$ cat config.mk
export PLATFORM = sky130hd
export DESIGN_NAME = alu_ctrl_seq
export DESIGN_NICKNAME = d
export VERILOG_FILES = /design/src/rtl/alu_ctrl_seq.sv
export SDC_FILE = /design/constraint.sdc
export NUM_CORES = 1
export LEC_CHECK = 0
export CAP_MARGIN = 30
export CORE_MARGIN = 2
export CORE_UTILIZATION = 25
export CTS_CLUSTER_SIZE = 12
export DETAILED_ROUTE_END_ITERATION = 8
export PLACE_DENSITY = 0.55
export SYNTH_ARGS = -nofsm -noshare
export SYNTH_HDL_FRONTEND = slang
export SYNTH_SLANG_ARGS = --single-unit
$ cat constraint.sdc
create_clock -name clk -period 2.2 [get_ports clk]
set_input_delay 0.44 -clock clk [delete_from_list [all_inputs] [get_ports clk]]
set_output_delay 0.44 -clock clk [all_outputs]
set_load 0.1 [all_outputs]
$ cat src/rtl/alu_ctrl_seq.sv
// alu_ctrl_seq: registered ALU control decoder that also sequences an iterative mult/div unit (optional abort via ALU_CTRL_ABORT_EN)
module alu_ctrl_seq #(
  parameter int DATA_W = 32,
  parameter int CTL_W = 4,
  parameter int CNT_W = $clog2(DATA_W) + 1
) (
  input  logic             clk,
  input  logic             rst_n,
  input  logic             valid_i,
  input  logic [1:0]       alu_op_i,
  input  logic [5:0]       func_i,
`ifdef ALU_CTRL_ABORT_EN
  input  logic             abort_i,
  output logic             aborted_o,
`endif
  output logic             ready_o,
  output logic             busy_o,
  output logic [CTL_W-1:0] alu_ctl_o,
  output logic             ctl_valid_o,
  output logic             illegal_o,
  output logic             md_start_o,
  output logic             md_step_o,
  output logic             md_sign_o,
  output logic             md_div_o,
  output logic             done_o
);
  typedef enum logic [1:0] {IDLE, MD_START, MD_RUN, MD_DONE} state_t;
  state_t r_state, w_next;
  logic [CNT_W-1:0] r_cnt;
  logic [CTL_W-1:0] r_alu_ctl;
  logic r_ctl_valid, r_illegal, r_sign, r_div;
  logic w_accept, w_md, w_abort;
  logic [3:0] w_code;
  assign w_md = alu_op_i == 2'b10 && func_i[5:2] == 4'b0110;
  assign w_accept = valid_i && r_state == IDLE;
`ifdef ALU_CTRL_ABORT_EN
  logic r_aborted;
  assign w_abort = abort_i && (r_state == MD_START || r_state == MD_RUN);
  assign aborted_o = r_aborted;
`else
  assign w_abort = 1'b0;
`endif
  always_comb begin
    w_code = 4'hF;
    case (alu_op_i)
      2'b00: w_code = 4'h2;
      2'b01: w_code = 4'h1;
      2'b11: w_code = 4'h6;
      default:
        case (func_i)
          6'b100000: w_code = 4'h0;
          6'b100010: w_code = 4'h1;
          6'b100001: w_code = 4'h2;
          6'b100100: w_code = 4'h3;
          6'b100101: w_code = 4'h4;
          6'b100111: w_code = 4'h5;
          6'b101010: w_code = 4'h6;
          6'b101011: w_code = 4'h7;
          6'b100110: w_code = 4'h8;
          default:   w_code = 4'hF;
        endcase
    endcase
  end
  always_comb begin
    w_next = r_state;
    case (r_state)
      IDLE:     w_next = w_accept && w_md ? MD_START : IDLE;
      MD_START: w_next = MD_RUN;
      MD_RUN:   w_next = r_cnt == CNT_W'(1) ? MD_DONE : MD_RUN;
      default:  w_next = IDLE;
    endcase
    if (w_abort) w_next = IDLE;
  end
  always_ff @(posedge clk or negedge rst_n) begin
    if (!rst_n) begin
      r_state <= IDLE;
      r_cnt <= '0;
      r_alu_ctl <= CTL_W'(4'hF);
      r_ctl_valid <= 1'b0;
      r_illegal <= 1'b0;
      r_sign <= 1'b0;
      r_div <= 1'b0;
`ifdef ALU_CTRL_ABORT_EN
      r_aborted <= 1'b0;
`endif
    end else begin
      r_state <= w_next;
      r_cnt <= r_state == MD_START ? CNT_W'(DATA_W) : r_state == MD_RUN ? r_cnt - 1'b1 : r_cnt;
      r_ctl_valid <= w_accept && !w_md;
      r_illegal <= w_accept && !w_md && w_code == 4'hF;
      if (w_accept && !w_md) r_alu_ctl <= CTL_W'(w_code);
      // funct bit0 selects unsigned, bit1 selects divide
      if (w_accept && w_md) begin
        r_sign <= ~func_i[0];
        r_div <= func_i[1];
      end else if (w_next == IDLE) begin
        r_sign <= 1'b0;
        r_div <= 1'b0;
      end
`ifdef ALU_CTRL_ABORT_EN
      r_aborted <= w_abort;
`endif
    end
  end
  assign ready_o = r_state == IDLE;
  assign busy_o = ~ready_o;
  assign alu_ctl_o = r_alu_ctl;
  assign ctl_valid_o = r_ctl_valid;
  assign illegal_o = r_illegal;
  assign md_start_o = r_state == MD_START;
  assign md_step_o = r_state == MD_RUN;
  assign md_sign_o = r_sign;
  assign md_div_o = r_div;
  assign done_o = r_state == MD_DONE;
endmodule

==> results.toml <==
[floorplan]
fp-row-count = 22
pin_count = 24
die-area_sq_mm = 0.00439
fp.dieH_um = 66.2
die_w_um = 66.2
core_sq_mm = 0.00369
start_util_pct = 26.3

[layout]
drive_gt1_share_pct = 25.6
n_antenna_cell = 0
area_delta_synth_final_pct = 38.1
fin_nets = 143

[global_route]
antenna_found_initial = 0
grt_pass1_wl_um = 3380
grt_use_total_pct = 9.92
grt.overflow.total = 0
grt_max_degree = 17
grt_pass1_vias = 792

[hold_path]
hold-path-cell-count = 2
hold_path_class = "flop to flop"

[clocking]
cts_buffers = 3
path_clk_slew_ns = 0.06
cts_sinks = 16
max-clock-path-buffers = 2
cts_resized = 0
cts_hold_buffers = 0
clk_latency_ns = 0.24
postCtsSetupRepairBufs = 0
cts_tree = "done"
root_buffer = "clkbuf_8"
htree_levels = 1

[timing]
setup_viol = 0
min_period_over_period_pct = 84.2
rsz0062_at_grt = "false"
layout_min_cycle_time_ns = 1.85
hold_viol_final = 0
fin_skew_ns = 0.000892
worst_slew_pin_slew_ns = 0.368
worst_slack_ns = 0.348
timing.setup.tns_ns = 0
slew_headroom_pct = 75.4
fmax_mhz = 540
slew_viol_final = 0

[worst_setup_path]
r2r_cells = 5
startpoint = "alu_op_i[0]"
cp_data_arrival_time_ns = 2.03
cp_max_fo = 8
regToRegStartpoint = "r_state[0]$_DFF_PN0_"
path_depth = 6
crit_type = "primary input to flop"
setup.worst_path.end = "alu_ctl_o[1]$_DFFE_PN1P_"
cpMaxStageDelayCell = "clkdlybuf4s50_1"
crit_buf_inv = 2
path_delay_family = "buffers and inverters"
cpPeakStageDelay_ns = 0.50
start_kind = "primary input"
path_cells = "clkdlybuf4s50_1, inv_1, ha_1, and4bb_4, a21oi_4, mux2_4"
timing.rr.end = "r_cnt[5]$_DFFE_PN0P_"
required_ns = 2.37
r2r_setup_slack_ns = 0.49
endpoint_kind = "flop"

[route]
wl_per_cell_um = 11.5
drt_first_pass_iters = 4
routed_wl_um = 1940
vias = 765
drt_iter0_markers = 22
drtAntennaViolNets = 0
via_per_inst = 4.53
drc = 0

[placed_design]
dp_hpwl_um = 1520
place_ws_ns = 0.0741
gp_congestion = 0.778
io_buffers = 23

[power_and_ir_drop]
p_leak_nw = 0.617
peakVddDrop_v = 0.000512
p_per_area_mw_per_mm2 = 1100

[logic_synthesis]
synthArstFlopShare_pct = 100
synth_top_family_by_area = "simple AND/OR/NAND/NOR gates"
syn_area_per_cell_sq_um = 10.3
synth_top_area_share_pct = 31.0
ys_ff_latch = 16
synth_edf_count = 0
synthMuxAreaShare_pct = 5.30
synth_cells = 94
synth_compound_area_share_pct = 15.5
synthesis.area_sq_um = 968
synth_nets = 115
ys_top_cells_by_area = "dfrtp_1, ha_1, dfstp_2"
synthDistinctLibCells = 35
synthXorXnorAreaFrac_pct = 1.81
yosysMostFrequentCell = "dfrtp_1"
synthTopCellsByCount = "dfrtp_1, ha_1, inv_1"
synth_top_area_cell = "dfrtp_1"
synth.yosys.warnings = 0
synth-simple-area-share_pct = 18.0
synthAdderAreaFrac_pct = 12.9
synthFlopType = "dfrtp_1"
ys_seq_area_share_pct = 41.9

[flow_run]
drv_cap = 0

[run_status]
outcome = "complete, no violations"
-- flip-flops by register name, summed over array words and instances, names as in the netlist --
| name | flops |
|---|---|
| md_div_o | 1 |
| r_cnt | 6 |
| md_sign_o | 1 |
| illegal_o | 1 |
| r_state | 2 |
| alu_ctl_o | 4 |
| ctl_valid_o | 1 |
-- stage by stage --
step / instance area, sq um / instances / utilization, % / power (W) / hold slack (ns)
after floorplan: 971 / 94 / - / 0.00102 / 0.144
after global placement: 1280 / 165 / 34.8 / 0.00122 / 0.477
after detailed placement: 1280 / 165 / 34.8 / 0.00123 / 0.479
after CTS: 1340 / 169 / 36.3 / 0.00149 / 0.496
after global routing: 1340 / 169 / 36.3 / 0.00157 / 0.513
final: 1340 / 169 / 36.3 / 0.00148 / 0.491
-- logic make-up (layout without fill, tap and decap cells) --
family / Yosys count / in the layout
and+or+nand+nor: 28 / 28
adders and majority gates: 10 / 10
AOI/OAI and AO/OA: 23 / 23
xor gates and xnor gates: 2 / 2
muxes: 4 / 4
DFF: 16 / 16
buffers and inverters: 11 / 38
-- cells in the final DEF, fill, tap and decap left out, types with 3 or more instances in the layout --
master	count
clkdlybuf4s50_1	10
o21ai_0	7
clkbuf_8	4
a21oi_1	5
dfrtp_1	12
buf_4	11
dfstp_2	4
inv_1	9
nand2b_1	3
buf_12	4
nor2_1	5
ha_1	9
nand2_1	8
-- worst register-to-register path: cells and delay by family, from the launching register on --
family	cells	cell delay (ns)
buffers and inverters	1	0.08
DFF	1	0.40
AOI/OAI and AO/OA	1	0.07
and+or+nand+nor	2	0.59
adders and majority gates	1	0.46
-- worst min-delay path by stage --
stage	start	end
2_1_floorplan	rst_n	ctl_valid_o$_DFF_PN0_
3_3_place_gp	md_sign_o$_DFFE_PN0P_	md_sign_o$_DFFE_PN0P_
3_5_place_dp	md_div_o$_DFFE_PN0P_	md_div_o$_DFFE_PN0P_
4_1_cts	alu_ctl_o[0]$_DFFE_PN1P_	alu_ctl_o[0]$_DFFE_PN1P_
5_1_grt	alu_ctl_o[0]$_DFFE_PN1P_	alu_ctl_o[0]$_DFFE_PN1P_
6_report	alu_ctl_o[0]$_DFFE_PN1P_	alu_ctl_o[0]$_DFFE_PN1P_
-- area by class of cell --
class / instances / area (sq um)
sequential: 16 / 405
clock buffer: 4 / 55.1
multi-input combinational: 67 / 520
timing repair buffer: 25 / 263
tap: 48 / 60.1
fill: 379 / 2350
inverter: 9 / 33.8
-- power breakdown --
part           total [W]  switching (W)  internal [W]
registers       0.000453      0.0000638      0.000389
logic           0.000767       0.000504      0.000263
clock network   0.000257      0.0000985      0.000159
total            0.00148       0.000666      0.000811
-- layer usage --
layer | track usage, % | wire length (um) | part of all wire (%) | vias to the layer above
met5 | 0 | 0 | 0 | -
met3 | 2.39 | 86 | 4.4 | 2
met2 | 16.8 | 959 | 49 | 19
met4 | 3.06 | 26 | 1.3 | 0
li1 | - | - | - | 379
met1 | 12.4 | 867 | 45 | 365
No activity file was read; power rests on OpenSTA's default activity.
